**src/rtl/cache_pkg.sv**
```systemverilog
// rtl/cache_pkg.sv - shared types and helpers for the two-way cache controller
// Purpose: FSM state encoding, way identifiers and the victim-selection rule.
// Ports: none (package).
package cache_pkg;

    typedef enum logic [1:0] {
        IDLE      = 2'd0,
        COMPARE   = 2'd1,
        WRITEBACK = 2'd2,
        ALLOCATE  = 2'd3
    } cache_state_t;

    typedef logic way_t;

    localparam way_t WAY_A = 1'b0;
    localparam way_t WAY_B = 1'b1;

    // Replacement choice on a miss: fill an empty way first (A before B),
    // and only evict by LRU when both ways hold live lines.
    function automatic way_t pickVictim(input logic [1:0] valid, input logic lru);
        way_t v;
        if (!valid[WAY_A]) begin
            v = WAY_A;
        end else if (!valid[WAY_B]) begin
            v = WAY_B;
        end else begin
            v = way_t'(lru);
        end
        return v;
    endfunction

endpackage

```
**src/rtl/cache_perf_counters.sv**
```systemverilog
// rtl/cache_perf_counters.sv - saturating hit/miss counters for the cache controller
// Purpose: count first-look hits and misses; each counter sticks at all-ones.
// Ports:
//   clk, rst          - clock, asynchronous active-low reset
//   incHit, incMiss   - one-cycle increment requests
//   hitCount          - CNT_W-bit hit total
//   missCount         - CNT_W-bit miss total
module cache_perf_counters #(
    parameter int CNT_W = 32
) (
    input  logic             clk,
    input  logic             rst,
    input  logic             incHit,
    input  logic             incMiss,
    output logic [CNT_W-1:0] hitCount,
    output logic [CNT_W-1:0] missCount
);

    localparam logic [CNT_W-1:0] CNT_ONE = CNT_W'(1);
    localparam logic [CNT_W-1:0] CNT_MAX = {CNT_W{1'b1}};

    always_ff @(posedge clk or negedge rst) begin
        if (!rst) begin
            hitCount  <= '0;
            missCount <= '0;
        end else begin
            if (incHit && (hitCount != CNT_MAX)) begin
                hitCount <= hitCount + CNT_ONE;
            end
            if (incMiss && (missCount != CNT_MAX)) begin
                missCount <= missCount + CNT_ONE;
            end
        end
    end

endmodule

```
**src/rtl/cache_controller.sv**
```systemverilog
// rtl/cache_controller.sv - control FSM for the two-way set-associative cache
// Purpose: sequences hit, clean-miss refill and dirty-miss writeback+refill,
// driving cache_datapath strobes from its hit/valid/dirty/LRU status.
// Optional feature macro: CACHE_PERF_CNT_EN (hit/miss counters; tied to 0 otherwise).
// Ports:
//   clk, rst                        - clock, asynchronous active-low reset
//   cpu_req, cpu_we, cpu_ack        - CPU handshake (ack is a one-cycle pulse)
//   isHit, hitWay, isValid,
//   isDirty, LRUout                 - datapath status at the current index
//   dataWriteEn, tagWriteEn,
//   setValid, writeValid,
//   setDirty, writeDirty,
//   LRU_load, LRU_datain,
//   fillSel, wbAddrSel              - datapath strobes and muxes (Mealy)
//   mem_read, mem_write, mem_ack    - line-wide memory port (requests are Moore)
//   hit_count, miss_count           - performance counters
module cache_controller
    import cache_pkg::*;
#(
    parameter int CNT_W = 32
) (
    input  logic             clk,
    input  logic             rst,
    input  logic             cpu_req,
    input  logic             cpu_we,
    output logic             cpu_ack,
    input  logic             isHit,
    input  logic             hitWay,
    input  logic [1:0]       isValid,
    input  logic [1:0]       isDirty,
    input  logic             LRUout,
    output logic [1:0]       dataWriteEn,
    output logic [1:0]       tagWriteEn,
    output logic [1:0]       setValid,
    output logic [1:0]       writeValid,
    output logic [1:0]       setDirty,
    output logic [1:0]       writeDirty,
    output logic             LRU_load,
    output logic             LRU_datain,
    output logic             fillSel,
    output logic             wbAddrSel,
    output logic             mem_read,
    output logic             mem_write,
    input  logic             mem_ack,
    output logic [CNT_W-1:0] hit_count,
    output logic [CNT_W-1:0] miss_count
);

    cache_state_t state;
    way_t         victim;
    way_t         victimNext;
    logic         victimDirty;

    // Victim is chosen from the metadata visible in COMPARE and frozen, so the
    // fill lands in the same way even if the index status changes meanwhile.
    assign victimNext  = pickVictim(isValid, LRUout);
    assign victimDirty = isValid[victimNext] & isDirty[victimNext];

    always_ff @(posedge clk or negedge rst) begin
        if (!rst) begin
            state  <= IDLE;
            victim <= WAY_A;
        end else begin
            case (state)
                IDLE: begin
                    if (cpu_req) begin
                        state <= COMPARE;
                    end
                end
                COMPARE: begin
                    if (isHit) begin
                        state <= IDLE;
                    end else begin
                        victim <= victimNext;
                        state  <= victimDirty ? WRITEBACK : ALLOCATE;
                    end
                end
                WRITEBACK: begin
                    if (mem_ack) begin
                        state <= ALLOCATE;
                    end
                end
                ALLOCATE: begin
                    if (mem_ack) begin
                        state <= COMPARE;
                    end
                end
                default: state <= IDLE;
            endcase
        end
    end

    // Memory requests depend on state only, so an asserted reset removes
    // them in the same cycle.
    assign mem_read  = (state == ALLOCATE);
    assign mem_write = (state == WRITEBACK);

    always_comb begin
        cpu_ack     = 1'b0;
        dataWriteEn = 2'b00;
        tagWriteEn  = 2'b00;
        setValid    = 2'b00;
        writeValid  = 2'b00;
        setDirty    = 2'b00;
        writeDirty  = 2'b00;
        LRU_load    = 1'b0;
        LRU_datain  = 1'b0;
        fillSel     = 1'b0;
        wbAddrSel   = 1'b0;
        case (state)
            COMPARE: begin
                if (isHit) begin
                    cpu_ack    = 1'b1;
                    LRU_load   = 1'b1;
                    LRU_datain = ~hitWay;
                    // Store merge: CPU data into the hit way, line becomes dirty.
                    if (cpu_we) begin
                        dataWriteEn[hitWay] = 1'b1;
                        writeDirty[hitWay]  = 1'b1;
                        setDirty[hitWay]    = 1'b1;
                    end
                end
            end
            WRITEBACK: begin
                wbAddrSel = 1'b1;
            end
            ALLOCATE: begin
                fillSel = 1'b1;
                // Install the fetched line clean; a pending store merges on
                // the re-compare that follows.
                if (mem_ack) begin
                    dataWriteEn[victim] = 1'b1;
                    tagWriteEn[victim]  = 1'b1;
                    writeValid[victim]  = 1'b1;
                    setValid[victim]    = 1'b1;
                    writeDirty[victim]  = 1'b1;
                end
            end
            default: ;
        endcase
    end

`ifdef CACHE_PERF_CNT_EN
    // Marks that the next COMPARE is the post-refill re-check, which must not
    // be counted as a hit.
    logic refilled;

    always_ff @(posedge clk or negedge rst) begin
        if (!rst) begin
            refilled <= 1'b0;
        end else if ((state == COMPARE) && isHit) begin
            refilled <= 1'b0;
        end else if ((state == ALLOCATE) && mem_ack) begin
            refilled <= 1'b1;
        end
    end

    cache_perf_counters #(
        .CNT_W (CNT_W)
    ) u_perf (
        .clk       (clk),
        .rst       (rst),
        .incHit    ((state == COMPARE) && isHit && !refilled),
        .incMiss   ((state == COMPARE) && !isHit),
        .hitCount  (hit_count),
        .missCount (miss_count)
    );
`else
    assign hit_count  = {CNT_W{1'b0}};
    assign miss_count = {CNT_W{1'b0}};
`endif

endmodule

```
**config.mk**
```make
export PLATFORM = sky130hd
export DESIGN_NAME = cache_controller
export DESIGN_NICKNAME = d
export VERILOG_FILES = /design/src/rtl/cache_pkg.sv /design/src/rtl/cache_perf_counters.sv /design/src/rtl/cache_controller.sv
export SDC_FILE = /design/constraint.sdc
export NUM_CORES = 1
export LEC_CHECK = 0
export ABC_AREA = 1
export CAP_MARGIN = 20
export CORE_UTILIZATION = 28
export DETAILED_ROUTE_END_ITERATION = 8
export PLACE_DENSITY = 0.85
export SLEW_MARGIN = 30
export SYNTH_ARGS = -nofsm -noshare
export SYNTH_HDL_FRONTEND = slang
export SYNTH_SLANG_ARGS = --single-unit
```
**constraint.sdc**
```tcl
create_clock -name clk -period 2 [get_ports clk]
set_clock_uncertainty 0.2 [all_clocks]
set_input_delay 0.3 -clock clk [delete_from_list [all_inputs] [get_ports clk]]
set_output_delay 0.3 -clock clk [all_outputs]
set_load 0.02 [all_outputs]
```
==> flow_summary.json <==
{
  "outcome": "finished, violations left",
  "violations": "DRC",
  "power.total_mw": 0.796,
  "ir_drop_uv": 176,
  "wire_per_inst_um": 6.88,
  "drt_iter0_markers": 33,
  "start_kind": "flip-flop",
  "ys_ff_latch": 3,
  "rsz0062_at_grt": "true",
  "die_height_um": 57.4,
  "ant_nets": 0,
  "r2r-end": "state[0]$_DFFE_PN0P_",
  "slew_viol_final": 0,
  "pre_cts_slack_ns": -0.298,
  "synth_xor_area_share_pct": 0,
  "muxShareOfSynthArea_pct": 0,
  "routed_via_density": 3.28,
  "power.internal_mw": 0.376,
  "clk_latency_ns": 0.24,
  "startpoint": "state[1]$_DFFE_PN0P_",
  "port_buffers": 30,
  "synth_top_family_by_area": "buffers and inverters",
  "core-area_um2": 2830,
  "clockBufferDepth": 2,
  "syn_inst": 121,
  "multiInputGateArea_um2": 449,
  "die_w_um": 57.4,
  "synth-compound-area-share_pct": 4.08,
  "yosysTopAreaCell": "buf_4",
  "worstPathRequired_ns": 1.50,
  "hold_path_class": "input port to asynchronous set/reset pin",
  "synthSimpleGateAreaFrac_pct": 12.2,
  "synth.top_cell.area_share_pct": 63.8,
  "final_net_count": 171,
  "ctsHoldBuffers": 0,
  "clkPwrFrac_pct": 13.6,
  "syn-cell-area_um2": 858,
  "antenna_found_initial": 0,
  "grt_pass1_wl_mm": 1.68,
  "boundaryPins": 95,
  "utilization_pct": 33.4,
  "overflow": 0,
  "cts.clk_slew.worst_paths_ns": 0.04,
  "pwr-share-seq_pct": 14.4,
  "arrival_ns": 1.45,
  "tritoncts": "done",
  "power.density_nw_per_um2": 841,
  "switching_power_mw": 0.420,
  "synth_fa_ha_area_share_pct": 5.83,
  "syn_avg_cell_area_um2": 7.09,
  "cts_max_level": 1,
  "hold_viol_final": 0,
  "grt_pass1_vias": 404,
  "regArea_um2": 75.1,
  "drv_cap": 0,
  "path_max_fanout": 4,
  "n_fill_cell": 299,
  "dieArea_um2": 3290,
  "fin_crit_ns": 1.95,
  "drtPass1Iterations": 6,
  "pwr-share-comb_pct": 71.9,
  "diodes": 0,
  "synth_area_leaders": "buf_4 (64%), dfrtp_1 (8.7%), ha_1 (5.8%)",
  "critPathCaptureType": "output port",
  "wirelength_mm": 1.27,
  "final-setup-viol-count": 0,
  "r2r_start": "state[1]$_DFFE_PN0P_",
  "fmax_mhz": 512,
  "place.gp.congestion": 0.693,
  "seq_area_frac_synth_pct": 8.75,
  "drc": 8,
  "cts-root-buf": "clkbuf_4",
  "cts_num_sinks": 3,
  "vias": 606,
  "grt_util_all_layers_pct": 6.83,
  "cts_buffers": 3,
  "drive_above_1_share_pct": 18.2,
  "start_util_pct": 30.3,
  "r2r_setup_slack_ns": 0.52,
  "r2r_cells": 7,
  "yosys_warnings": 0,
  "grt_max_degree": 5,
  "fp-row-count": 19,
  "yosys.cell_types.count": 17,
  "swShare_pct": 52.8,
  "hpwl_mm": 1.15,
  "timing.final.ws_setup_ns": 0.0478,
  "leakage_nw": 0.611,
  "finalCritPeriodShare_pct": 97.6,
  "path_class": "flip-flop to output port",
  "syn2layout_area_growth_pct": 10.2
}
[cell usage in the layout, fill, tap and decap left out]
| cell | Yosys | layout |
|---|---|---|
| clkbuf_4 | 0 | 3 |
| ha_2 | 0 | 1 |
| clkbuf_1 | 0 | 1 |
| dlygate4sd2_1 | 0 | 10 |
| inv_1 | 11 | 11 |
| or2_1 | 1 | 1 |
| ha_1 | 4 | 3 |
| buf_2 | 0 | 7 |
| nand2_2 | 1 | 2 |
| nand2_1 | 9 | 8 |
| nor3b_4 | 0 | 1 |
| nor2_1 | 8 | 7 |
| conb_1 | 1 | 64 |
| dfrtp_1 | 3 | 3 |
| clkdlybuf4s50_1 | 0 | 11 |
| nor2_4 | 0 | 1 |
| nand3_1 | 2 | 2 |
| o21ai_1 | 2 | 2 |
| o21ai_2 | 1 | 1 |
| o22ai_1 | 1 | 1 |
| nor2_2 | 1 | 1 |
| buf_4 | 73 | 11 |
| a21oi_1 | 1 | 1 |
| o21ai_0 | 1 | 1 |
[synth_stat cells]
cell      n
a21oi_1   1
buf_4    73
conb_1    1
dfrtp_1   3
ha_1      4
inv_1    11
nand2_1   9
nand2_2   1
nand3_1   2
nor2_1    8
nor2_2    1
nor3b_2   1
o21ai_0   1
o21ai_1   2
o21ai_2   1
o22ai_1   1
or2_1     1
[final cells by class]
class	count	share of cell area, %
tap	31	4.10
clock buffer	4	2.78
inverter	11	4.37
sequential	3	7.94
timing repair buffer	39	33.3
multi-input combinational	97	47.5
[through the flow]
step	hold WS, ns	instances	TNS (ns)	cell area [um2]
detailed placement	0.307	179	-3.22	952
global route	0.0546	185	-0.206	946
global placement	0.298	179	-3.07	952
CTS	0.0537	183	0	940
floorplan	-0.196	184	-0.00421	1110
finish	0.0556	185	0	946
[power groups by stage]
stage | sequential, mW | combinational [mW] | clock, mW
after floorplan | 0.113 | 0.502 | 0
after global placement | 0.115 | 0.586 | 0
after detailed placement | 0.116 | 0.597 | 0
after CTS | 0.115 | 0.552 | 0.113
after global routing | 0.119 | 0.637 | 0.123
final | 0.115 | 0.573 | 0.109
[sequential cells by signal, indices dropped and copies added (netlist names)]
| signal | count |
|---|---|
| state | 2 |
| victim | 1 |
[critical path, cell delays in order (launching register included)]
cell     delay, ns
dfrtp_1       0.40
inv_1         0.10
ha_2          0.19
nand2_2       0.08
nor3b_4       0.17
or2_1         0.14
buf_4         0.14
[worst max path at each step]
stage | to | slack [ns] | cells past startpoint
2_1_floorplan | writeDirty[1] | -0.004 | 4
3_3_place_gp | dataWriteEn[0] | -0.28 | 5
3_5_place_dp | dataWriteEn[0] | -0.30 | 5
4_1_cts | cpu_ack | 0.005 | 6
5_1_grt | dataWriteEn[0] | -0.04 | 6
6_report | dataWriteEn[0] | 0.05 | 6
[cell families (layout without fill, tap and decap cells)]
logic type	Yosys count	count (layout)
buf+inv	84	54
simple gates	23	23
compound gates	6	6
fa+ha+maj	4	4
flops	3	3
other cells	1	64
[what timing repair did]
item	CTS	global route
endpoints found under the setup margin	19	12
hold endpoints to repair	0	0
gates cloned	0	0
pin swaps	0	1
buffers inserted	0	2
resized for setup	43	7
[metal layers]
metal  vias up  share of wire, %  GRT usage, %
met2        59                57          13.3
met4         0              0.47          5.23
met3         2                18          2.04
met5         -                 0             0
met1       254                25          5.61
li1        291                 -             -
Note: power is estimated with default switching activity, not from simulation.
